<file path="config.mk">
export PLATFORM = sky130hd
export DESIGN_NAME = imm_gen_stage
export DESIGN_NICKNAME = d
export VERILOG_FILES = /design/src/rtl/imm_pkg.sv /design/src/rtl/imm_expand.sv /design/src/rtl/imm_gen_stage.sv
export SDC_FILE = /design/constraint.sdc
export NUM_CORES = 1
export LEC_CHECK = 0
export ABC_AREA = 0
export CAP_MARGIN = 40
export CORE_ASPECT_RATIO = 0.8
export CORE_MARGIN = 4
export CORE_UTILIZATION = 50
export CTS_CLUSTER_DIAMETER = 200
export DETAILED_ROUTE_END_ITERATION = 16
export GPL_TIMING_DRIVEN = 1
export PLACE_DENSITY = 0.89
export REMOVE_ABC_BUFFERS = 1
export SYNTH_ARGS = -nofsm -noshare
export SYNTH_HDL_FRONTEND = slang
export SYNTH_SLANG_ARGS = --single-unit
</file>
<file path="constraint.sdc">
create_clock -name clk -period 4 [get_ports clk]
set_input_delay 0.8 -clock clk [delete_from_list [all_inputs] [get_ports clk]]
set_output_delay 0.8 -clock clk [all_outputs]
set_load 0.05 [all_outputs]
</file>
<file path="src/rtl/imm_pkg.sv">
// Shared constants for the immediate generator: format codes, RV opcodes,
// and parameter legality helpers.
package imm_pkg;

    // Format select / applied-format encoding. Codes 000-011 keep the old 2-bit ImmSel meaning.
    localparam logic [2:0] IMM_I     = 3'b000;
    localparam logic [2:0] IMM_S     = 3'b001;
    localparam logic [2:0] IMM_B     = 3'b010;
    localparam logic [2:0] IMM_J     = 3'b011;
    localparam logic [2:0] IMM_U     = 3'b100;
    localparam logic [2:0] IMM_SHAMT = 3'b101;
    localparam logic [2:0] IMM_ZIMM  = 3'b110;
    localparam logic [2:0] IMM_NONE  = 3'b111;

    // RV32/RV64 base opcodes that carry an immediate.
    localparam logic [6:0] OPC_OP_IMM = 7'b0010011;
    localparam logic [6:0] OPC_LOAD   = 7'b0000011;
    localparam logic [6:0] OPC_JALR   = 7'b1100111;
    localparam logic [6:0] OPC_STORE  = 7'b0100011;
    localparam logic [6:0] OPC_BRANCH = 7'b1100011;
    localparam logic [6:0] OPC_JAL    = 7'b1101111;
    localparam logic [6:0] OPC_LUI    = 7'b0110111;
    localparam logic [6:0] OPC_AUIPC  = 7'b0010111;
    localparam logic [6:0] OPC_SYSTEM = 7'b1110011;

    function automatic bit xlen_legal(int unsigned xlen);
        return (xlen == 32) || (xlen == 64);
    endfunction

    function automatic bit depth_legal(int unsigned depth);
        return (depth >= 2) && ((depth & (depth - 1)) == 0);
    endfunction

endpackage

</file>
<file path="src/rtl/imm_expand.sv">
// Combinational immediate expansion: picks the format (explicit select or
// opcode auto-decode) and builds the sign/zero-extended XLEN-bit immediate.
module imm_expand
    import imm_pkg::*;
#(
    parameter int unsigned XLEN        = 32,
    parameter bit          AUTO_DECODE = 1'b1
) (
    input  logic [31:0]     inst_i,
    input  logic [2:0]      sel_i,
    output logic [XLEN-1:0] imm_o,
    output logic [2:0]      fmt_o,
    output logic            illegal_o
);

    logic [31:0] imm32;

    // Format selection: opcode decode when AUTO_DECODE, otherwise the explicit select.
    always_comb begin
        fmt_o     = sel_i;
        illegal_o = 1'b0;
        if (AUTO_DECODE) begin
            case (inst_i[6:0])
                OPC_OP_IMM: begin
                    // slli/srli/srai carry a shift amount instead of a 12-bit immediate
                    if (inst_i[14:12] == 3'b001 || inst_i[14:12] == 3'b101) begin
                        fmt_o = IMM_SHAMT;
                    end else begin
                        fmt_o = IMM_I;
                    end
                end
                OPC_LOAD, OPC_JALR:  fmt_o = IMM_I;
                OPC_STORE:           fmt_o = IMM_S;
                OPC_BRANCH:          fmt_o = IMM_B;
                OPC_JAL:             fmt_o = IMM_J;
                OPC_LUI, OPC_AUIPC:  fmt_o = IMM_U;
                OPC_SYSTEM: begin
                    // CSR*I variants use rs1 field as a 5-bit zero-extended immediate
                    fmt_o = inst_i[14] ? IMM_ZIMM : IMM_I;
                end
                default: begin
                    fmt_o     = IMM_NONE;
                    illegal_o = 1'b1;
                end
            endcase
        end
    end

    // Build a 32-bit immediate, then widen from bit 31 (zero-extended formats have bit 31 clear).
    always_comb begin
        imm32 = '0;
        case (fmt_o)
            IMM_I: imm32 = {{20{inst_i[31]}}, inst_i[31:20]};
            IMM_S: imm32 = {{20{inst_i[31]}}, inst_i[31:25], inst_i[11:7]};
            IMM_B: imm32 = {{19{inst_i[31]}}, inst_i[31], inst_i[7], inst_i[30:25],
                            inst_i[11:8], 1'b0};
            IMM_J: imm32 = {{11{inst_i[31]}}, inst_i[31], inst_i[19:12], inst_i[20],
                            inst_i[30:21], 1'b0};
            IMM_U: imm32 = {inst_i[31:12], 12'b0};
            IMM_SHAMT: begin
                if (XLEN == 64) begin
                    imm32 = {26'b0, inst_i[25:20]};
                end else begin
                    imm32 = {27'b0, inst_i[24:20]};
                end
            end
            IMM_ZIMM: imm32 = {27'b0, inst_i[19:15]};
            default:  imm32 = '0;
        endcase
        imm_o = {{(XLEN - 31){imm32[31]}}, imm32[30:0]};
    end

endmodule

</file>
<file path="src/rtl/imm_gen_stage.sv">
// Pipelined immediate generator: expands at push time and buffers
// {imm, fmt, illegal, tag} in a DEPTH-entry register FIFO with valid/ready on both sides.
module imm_gen_stage
    import imm_pkg::*;
#(
    parameter int unsigned XLEN        = 32,
    parameter int unsigned DEPTH       = 2,
    parameter int unsigned TAG_W       = 32,
    parameter bit          AUTO_DECODE = 1'b1
) (
    input  logic             clk,
    input  logic             rst_n,
    input  logic             flush,
    input  logic             in_valid,
    output logic             in_ready,
    input  logic [31:0]      in_inst,
    input  logic [2:0]       in_sel,
    input  logic [TAG_W-1:0] in_tag,
    output logic             out_valid,
    input  logic             out_ready,
    output logic [XLEN-1:0]  out_imm,
    output logic [2:0]       out_fmt,
    output logic             out_illegal,
    output logic [TAG_W-1:0] out_tag
);

    localparam int unsigned PTR_W = $clog2(DEPTH);
    localparam int unsigned CNT_W = PTR_W + 1;
    localparam logic [PTR_W-1:0] PtrOne  = PTR_W'(1);
    localparam logic [CNT_W-1:0] CntOne  = CNT_W'(1);
    localparam logic [CNT_W-1:0] CntFull = CNT_W'(DEPTH);

    if (!xlen_legal(XLEN)) begin : g_bad_xlen
        $error("imm_gen_stage: XLEN must be 32 or 64");
    end
    if (!depth_legal(DEPTH)) begin : g_bad_depth
        $error("imm_gen_stage: DEPTH must be a power of two >= 2");
    end

    logic [XLEN-1:0] exp_imm;
    logic [2:0]      exp_fmt;
    logic            exp_illegal;

    imm_expand #(
        .XLEN        (XLEN),
        .AUTO_DECODE (AUTO_DECODE)
    ) u_expand (
        .inst_i    (in_inst),
        .sel_i     (in_sel),
        .imm_o     (exp_imm),
        .fmt_o     (exp_fmt),
        .illegal_o (exp_illegal)
    );

    logic [CNT_W-1:0] cnt_q, cnt_d;
    logic [PTR_W-1:0] wr_q, wr_d;
    logic [PTR_W-1:0] rd_q, rd_d;

    logic [XLEN-1:0]  imm_q [DEPTH];
    logic [2:0]       fmt_q [DEPTH];
    logic             ill_q [DEPTH];
    logic [TAG_W-1:0] tag_q [DEPTH];

    logic push, pop;

    // Handshake: in_ready looks only at the registered count, so a full FIFO never
    // admits a push even when the head is popped in the same cycle.
    always_comb begin
        in_ready  = rst_n && (cnt_q != CntFull);
        out_valid = (cnt_q != '0);
        push      = in_valid && in_ready;
        pop       = out_valid && out_ready;
    end

    // Count/pointer next state; flush wins over any concurrent push or pop.
    always_comb begin
        cnt_d = cnt_q;
        wr_d  = wr_q;
        rd_d  = rd_q;
        if (flush) begin
            cnt_d = '0;
            wr_d  = '0;
            rd_d  = '0;
        end else begin
            if (push) wr_d = wr_q + PtrOne;
            if (pop)  rd_d = rd_q + PtrOne;
            case ({push, pop})
                2'b10:   cnt_d = cnt_q + CntOne;
                2'b01:   cnt_d = cnt_q - CntOne;
                default: cnt_d = cnt_q;
            endcase
        end
    end

    // Count and pointer registers.
    always_ff @(posedge clk or negedge rst_n) begin
        if (!rst_n) begin
            cnt_q <= '0;
            wr_q  <= '0;
            rd_q  <= '0;
        end else begin
            cnt_q <= cnt_d;
            wr_q  <= wr_d;
            rd_q  <= rd_d;
        end
    end

    // Entry storage; cleared on reset so the head reads zero afterwards.
    always_ff @(posedge clk or negedge rst_n) begin
        if (!rst_n) begin
            imm_q <= '{default: '0};
            fmt_q <= '{default: '0};
            ill_q <= '{default: 1'b0};
            tag_q <= '{default: '0};
        end else if (push && !flush) begin
            imm_q[wr_q] <= exp_imm;
            fmt_q[wr_q] <= exp_fmt;
            ill_q[wr_q] <= exp_illegal;
            tag_q[wr_q] <= in_tag;
        end
    end

    // Head entry drives the outputs straight from registers; stable while stalled.
    always_comb begin
        out_imm     = imm_q[rd_q];
        out_fmt     = fmt_q[rd_q];
        out_illegal = ill_q[rd_q];
        out_tag     = tag_q[rd_q];
    end

endmodule

</file>
# Yosys cells after proc, flatten, opt, wreduce, memory -nomap -nowiden
# Index checks and enable logic that the tools add are counted.
dict set report op_classes {
  add_sub_neg 4
  n_lt_le_gt_ge 3
  n_eq_ne 20
  muxes 33
  bitwise 2
  n_reduce_logical 15
}
# cell count
set op_table {}
lappend op_table {{32-bit two-way mux} 7}
lappend op_table {{32-bit case mux with 7 select lines} 1}
lappend op_table {{64-bit bitwise mux} 2}
lappend op_table {{32-bit demux with 1-bit select} 1}
lappend op_table {{7-bit == test, second input constant} 4}
lappend op_table {{3-bit case mux with 7 select lines} 1}
lappend op_table {{3-bit two-way mux} 6}
lappend op_table {{7-bit by 5-bit == test with 1-bit output, second input constant} 2}
lappend op_table {{7-bit by 6-bit == test with 1-bit output, second input constant} 2}
lappend op_table {{3-bit == test, second input constant} 4}
lappend op_table {{1-bit two-way mux} 9}
lappend op_table {{9-bit OR reduction} 1}
lappend op_table {{7-bit by 2-bit == test with 1-bit output, second input constant} 1}
lappend op_table {{6-bit bitwise mux} 1}
lappend op_table {{3-bit by 1-bit == test with 1-bit output, second input constant} 2}
lappend op_table {{3-bit by 2-bit == test with 1-bit output, second input constant} 2}
lappend op_table {{2-bit nonzero test} 3}
lappend op_table {{1-bit logical AND} 5}
lappend op_table {{2-bit >= comparator, second input constant} 2}
lappend op_table {{1-bit inverter with 2-bit output} 2}
lappend op_table {{2-bit case mux with 2 select lines} 1}
lappend op_table {{2-bit OR reduction} 2}
lappend op_table {{3-bit demux with 1-bit select} 1}
lappend op_table {{3-bit logical NOT} 1}
lappend op_table {{other kinds (13)} 14}
dict set report totals {
  reg_bits 140
  input_bits 72
  output_inout_bits 70
  word_cells 88
}

# Longest topological paths before layout
dict set report logic_depth {
  ltp_word 7
  ltp_mapped 8
  mapped_depth_nobuf 5
}

# Cells and area by module
# A second synthesis with hierarchy kept.
dict set report hier_totals {
  hier_cells 517
  area_unflattened_um2 7100.6
}
# module n_inst cells_each area_per_inst_um2 seq_area_each_um2
set by_module_without_submodules {}
lappend by_module_without_submodules {imm_gen_stage 1 390 6271.0 3503.4}
lappend by_module_without_submodules {imm_expand 1 127 829.5 0.0}

# Worst setup path before layout
# Ideal clock, no wire load.
dict set report synth_timing {
  path_kind {reg2out}
  start {reg rd_q}
  end {out out_tag[12]}
  arrival_time_ns 1.685
  required_time_ns 3.200
  setup_slack_ns 1.515
  path_stages_with_launch 5
  n_path_buf 3
  cell_sequence {dfrtp_1 clkbuf_1 buf_1 buf_1 mux2_2}
}
dict set report synth_between {
  elab_chain_cells 4
}
# item line_no
set synth_rtl {}
lappend synth_rtl {{start: declaration} imm_gen_stage.sv:57} ;# logic [PTR_W-1:0] rd_q, rd_d;
lappend synth_rtl {{start signal: assignment} imm_gen_stage.sv:104} ;# rd_q <= rd_d;
lappend synth_rtl {{1-bit inverter with 2-bit output (not written as such)} imm_gen_stage.sv:128} ;# out_tag = tag_q[rd_q];
lappend synth_rtl {{32-bit two-way mux (not written as such) (3 in series)} imm_gen_stage.sv:128}
lappend synth_rtl {{end: declaration} imm_gen_stage.sv:24} ;# output logic [TAG_W-1:0] out_tag
# No other way between the ends. The select of a mux whose other input is x is not followed.

# Final worst setup path
dict set report layout_timing {
  start {reg rd_q}
  end {out out_imm[2]}
}
dict set report layout_between {
  elab_chain_cells 4
}
# item line_no
set layout_rtl {}
lappend layout_rtl {{1-bit inverter with 2-bit output (not written as such)} imm_gen_stage.sv:125} ;# out_imm = imm_q[rd_q];
lappend layout_rtl {{32-bit two-way mux (not written as such) (3 in series)} imm_gen_stage.sv:125}
lappend layout_rtl {{end: declaration} imm_gen_stage.sv:21} ;# output logic [XLEN-1:0] out_imm,
# No other way between the ends. The select of a mux whose other input is x is not followed.

==> impl_results.html <==
<table>
<tr><th>Metric</th><th>Value</th></tr>
<tr><th colspan="2">Run status</th></tr>
<tr><td>Outcome</td><td>complete, no violations</td></tr>
<tr><th colspan="2">Drt</th></tr>
<tr><td>Routed Antenna Nets</td><td>0</td></tr>
<tr><td>Via total after detailed routing</td><td>5810</td></tr>
<tr><td>Initial drt markers</td><td>399</td></tr>
<tr><td>Routed WL per cell</td><td>16.9 µm</td></tr>
<tr><td>Overall routed net length</td><td>17600 µm</td></tr>
<tr><td>Post-detailed-route via-to-cell ratio</td><td>5.58</td></tr>
<tr><td>First drt pass iteration count</td><td>4</td></tr>
<tr><td>DRC errors left</td><td>0</td></tr>
<tr><th colspan="2">Clocking</th></tr>
<tr><td>Post CTS Setup Buffer Count</td><td>0</td></tr>
<tr><td>Number of buffers on the longest clock path</td><td>2</td></tr>
<tr><td>H-tree levels</td><td>4</td></tr>
<tr><td>CTS root buffer</td><td>sky130_fd_sc_hd__clkbuf_16</td></tr>
<tr><td>TritonCTS clock tree</td><td>yes</td></tr>
<tr><td>Number of sinks driven by the clock tree</td><td>140</td></tr>
<tr><td>Worst-skew pair later-pin latency</td><td>0.41 ns</td></tr>
<tr><td>Quantity of hold-fixing buffers added after cts</td><td>0</td></tr>
<tr><td>Total CTS buffers</td><td>17</td></tr>
<tr><td>Resized cells post-CTS</td><td>0</td></tr>
<tr><td>Clock transition at path regs</td><td>0.06 ns</td></tr>
<tr><th colspan="2">Power</th></tr>
<tr><td>Pwr/cell area</td><td>548 mW/mm²</td></tr>
<tr><td>Static Leakage</td><td>3.94 nW</td></tr>
<tr><td>Max rail drop VDD</td><td>331 µV</td></tr>
<tr><th colspan="2">Floorplan</th></tr>
<tr><td>Die area</td><td>0.0154 mm²</td></tr>
<tr><td>Initial cell density of the core</td><td>51.7%</td></tr>
<tr><td>Chip height</td><td>112 µm</td></tr>
<tr><td>Top-Level Pins</td><td>142</td></tr>
<tr><td>Die width</td><td>138 µm</td></tr>
<tr><td>Placeable core region</td><td>0.0131 mm²</td></tr>
<tr><td>Core Rows</td><td>37</td></tr>
<tr><th colspan="2">Yosys</th></tr>
<tr><td>Area fraction of the dominant cell type after synthesis</td><td>51.9%</td></tr>
<tr><td>Multiplexer area fraction after synthesis</td><td>11.7%</td></tr>
<tr><td>Cell with the most instances after synthesis</td><td>sky130_fd_sc_hd__nand2_1</td></tr>
<tr><td>Most area-consuming cells after synthesis</td><td>sky130_fd_sc_hd__dfrtp_1 (52%), sky130_fd_sc_hd__nand2_1 (14%), sky130_fd_sc_hd__mux2_2 (12%)</td></tr>
<tr><td>Unique cell type count in the Yosys netlist</td><td>50</td></tr>
<tr><td>Fraction of registers with async set or reset after synthesis</td><td>100%</td></tr>
<tr><td>Post-synthesis share of cell area spent on xor and xnor gates</td><td>0.370%</td></tr>
<tr><td>Mean post-synth cell area</td><td>9.28 µm²</td></tr>
<tr><td>FF+latch count, synth</td><td>140</td></tr>
<tr><td>Top flip-flop cell by instance count after synthesis</td><td>sky130_fd_sc_hd__dfrtp_1</td></tr>
<tr><td>Number of enable-type register cells in the synthesized netlist</td><td>0</td></tr>
<tr><td>Synth warn</td><td>0</td></tr>
<tr><td>Commonest cells post-synth</td><td>sky130_fd_sc_hd__nand2_1 (249), sky130_fd_sc_hd__dfrtp_1 (140), sky130_fd_sc_hd__mux2_2 (70), sky130_fd_sc_hd__nor2_1 (65), sky130_fd_sc_hd__a31oi_1 (44)</td></tr>
<tr><td>Synthesized-area fraction occupied by ao, oa, aoi and oai cells</td><td>9.21%</td></tr>
<tr><td>Synthesized instance count</td><td>728</td></tr>
<tr><td>Largest family of logic cells by synthesized area</td><td>simple AND/OR/NAND/NOR gates</td></tr>
<tr><td>Post-synthesis share of cell area spent on full adders, half adders and majority gates</td><td>0%</td></tr>
<tr><td>Simple-gate portion of the synthesized area</td><td>23.3%</td></tr>
<tr><td>Synth Cell Area</td><td>0.00676 mm²</td></tr>
<tr><td>Cell type with the largest total area after synthesis</td><td>sky130_fd_sc_hd__dfrtp_1</td></tr>
<tr><td>Sequential cell area fraction in the yosys report</td><td>51.9%</td></tr>
<tr><th colspan="2">Cells and area</th></tr>
<tr><td>Number of diodes</td><td>0</td></tr>
<tr><td>Final core utilization</td><td>68.2%</td></tr>
<tr><td>Net total in the final layout</td><td>926</td></tr>
<tr><td>Layout cells sized above 1</td><td>15.7%</td></tr>
<tr><td>Seq. cell area</td><td>0.00351 mm²</td></tr>
<tr><td>Final cell count without fillers</td><td>1041</td></tr>
<tr><td>Multi-input gate area in the final layout</td><td>0.00303 mm²</td></tr>
<tr><td>Layout overhead on the synthesized area</td><td>31.8%</td></tr>
<tr><td>Fill count</td><td>989</td></tr>
<tr><th colspan="2">Timing</th></tr>
<tr><td>Unrepaired setup endpoints after global routing</td><td>false</td></tr>
<tr><td>Clock tree skew after final layout</td><td>0.00943 ns</td></tr>
<tr><td>F_max</td><td>0.297 GHz</td></tr>
<tr><td>Slew Limit Headroom</td><td>50.5%</td></tr>
<tr><td>Final setup TNS</td><td>0 ns</td></tr>
<tr><td>Count of final setup violators</td><td>0</td></tr>
<tr><td>Share of the cycle needed by the critical path after routing</td><td>84.1%</td></tr>
<tr><td>Number of hold violations in the final report</td><td>0</td></tr>
<tr><td>Count of final max-slew check failures</td><td>0</td></tr>
<tr><td>Shortest period the worst path allows</td><td>3.36 ns</td></tr>
<tr><td>Transition time at the pin with the least slew margin</td><td>0.740 ns</td></tr>
<tr><td>Worst Slack Setup Final</td><td>0.638 ns</td></tr>
<tr><th colspan="2">Worst setup path</th></tr>
<tr><td>Type of element launching the critical path</td><td>register</td></tr>
<tr><td>CP max FO</td><td>45</td></tr>
<tr><td>Kind of end point of the critical path</td><td>output pin</td></tr>
<tr><td>Data arrival at the endpoint of the critical path</td><td>2.56 ns</td></tr>
<tr><td>Required time reported for the critical path endpoint</td><td>3.20 ns</td></tr>
<tr><td>Category of the most critical setup path</td><td>reg -&gt; out</td></tr>
<tr><th colspan="2">Global routing</th></tr>
<tr><td>Number of antenna violations at the first check in global routing</td><td>0</td></tr>
<tr><td>All-layer global routing usage</td><td>23.1%</td></tr>
<tr><td>Vias in the first global route</td><td>5766</td></tr>
<tr><td>Global-route wire length before repair</td><td>28400 µm</td></tr>
<tr><td>Sum of overflow across all layers after global routing</td><td>0</td></tr>
<tr><td>Largest net degree at the start of global routing</td><td>60</td></tr>
<tr><th colspan="2">Placed design</th></tr>
<tr><td>Total of buffers placed on input and output ports</td><td>138</td></tr>
<tr><td>DPL Wire Length</td><td>11800 µm</td></tr>
<tr><td>Placement Setup Slack</td><td>0.698 ns</td></tr>
<tr><td>Placed cell count</td><td>1010</td></tr>
<tr><td>GP Congestion</td><td>0.864</td></tr>
<tr><th colspan="2">Min path</th></tr>
<tr><td>Tightest Hold Check Type</td><td>in -&gt; async</td></tr>
<tr><th colspan="2">Run</th></tr>
<tr><td>Max-cap violation count</td><td>0</td></tr>
</table>
critical path, cell delays in order, from the launching register on:
cell and delay (ns):
sky130_fd_sc_hd__dfrtp_4 0.66, sky130_fd_sc_hd__buf_12 0.31, sky130_fd_sc_hd__mux2_2 0.37, sky130_fd_sc_hd__clkdlybuf4s50_1 0.76
state kept, by name, indices dropped and copies added (netlist names):
register	flops
wr_q	1
ill_q	2
fmt_q	6
tag_q	64
cnt_q	2
imm_q	64
rd_q	1
final cells by class:
class | instances | share of cell area [%]
Sequential cell | 140 | 39.4
Multi-Input combinational cell | 535 | 34.1
Timing Repair Buffer | 157 | 17.5
Clock buffer | 21 | 5.17
Tap cell | 175 | 2.46
Clock inverter | 10 | 1.32
Inverter | 3 | 0.126
power breakdown:
| part | internal (mW) | switching [mW] | leakage (nW) |
|---|---|---|---|
| clock network | 0.948 | 0.589 | 0.283 |
| registers | 1.71 | 0.158 | 1.75 |
| logic | 0.574 | 0.902 | 1.90 |
| total | 3.23 | 1.65 | 3.94 |
cells in the final DEF (no fill, tap or decap), types with 4 or more instances in the layout:
cell type and count:
sky130_fd_sc_hd__a22o_1 4, sky130_fd_sc_hd__nor2_1 65, sky130_fd_sc_hd__nand2_1 249, sky130_fd_sc_hd__o21ai_1 12, sky130_fd_sc_hd__dfrtp_1 139, sky130_fd_sc_hd__nand3_1 8
sky130_fd_sc_hd__buf_4 17, sky130_fd_sc_hd__o21ai_0 9, sky130_fd_sc_hd__nor3_1 10, sky130_fd_sc_hd__clkbuf_16 17, sky130_fd_sc_hd__a21oi_1 6, sky130_fd_sc_hd__mux2_2 70
sky130_fd_sc_hd__clkinv_4 4, sky130_fd_sc_hd__a31oi_1 44, sky130_fd_sc_hd__o211ai_1 4, sky130_fd_sc_hd__a211oi_1 8, sky130_fd_sc_hd__and3_1 4, sky130_fd_sc_hd__clkdlybuf4s50_1 137
cells by family after synthesis:
kind of cell | count (synthesis)
multiplexers | 70
flip-flops | 140
XOR/XNOR | 2
AO/OA/AOI/OAI | 95
buffers and inverters | 53
AND/OR/NAND/NOR | 368
per-layer routing:
layer | up-vias | GRT usage (%) | wire length (µm)
met3 | 22 | 5.28 | 1310
met5 | - | 0 | 0
met1 | 2832 | 31.8 | 7720
met2 | 249 | 37.1 | 8410
met4 | 0 | 6.32 | 193
li1 | 2707 | - | -
path summary, 6_finish.rpt:
path / startpoint / to / slack (ns) / cells after the start
max: rd_q / out_imm[2] / 0.64 / 3
min: rst_n / cnt_q[1] / 0.17 / 1
max reg2reg: cnt_q[0] / imm_q[4] / 1.76 / 5
min reg2reg: tag_q[2] / tag_q[2] / 0.47 / 2
max in group asynchronous: rst_n / rd_q / 2.21 / 4
min in group clk: tag_q[2] / tag_q[2] / 0.47 / 2
per-stage QoR:
stage          instance area, µm²  hold WS, ns  power (mW)
2_1_floorplan                6520        0.440        2.86
3_3_place_gp                 8300        0.451        3.31
3_5_place_dp                 8330        0.457        3.36
4_1_cts                      8910        0.146        4.91
5_1_grt                      8910        0.148        5.10
6_report                     8910        0.167        4.88
Note: power is estimated with default switching activity, not from simulation.
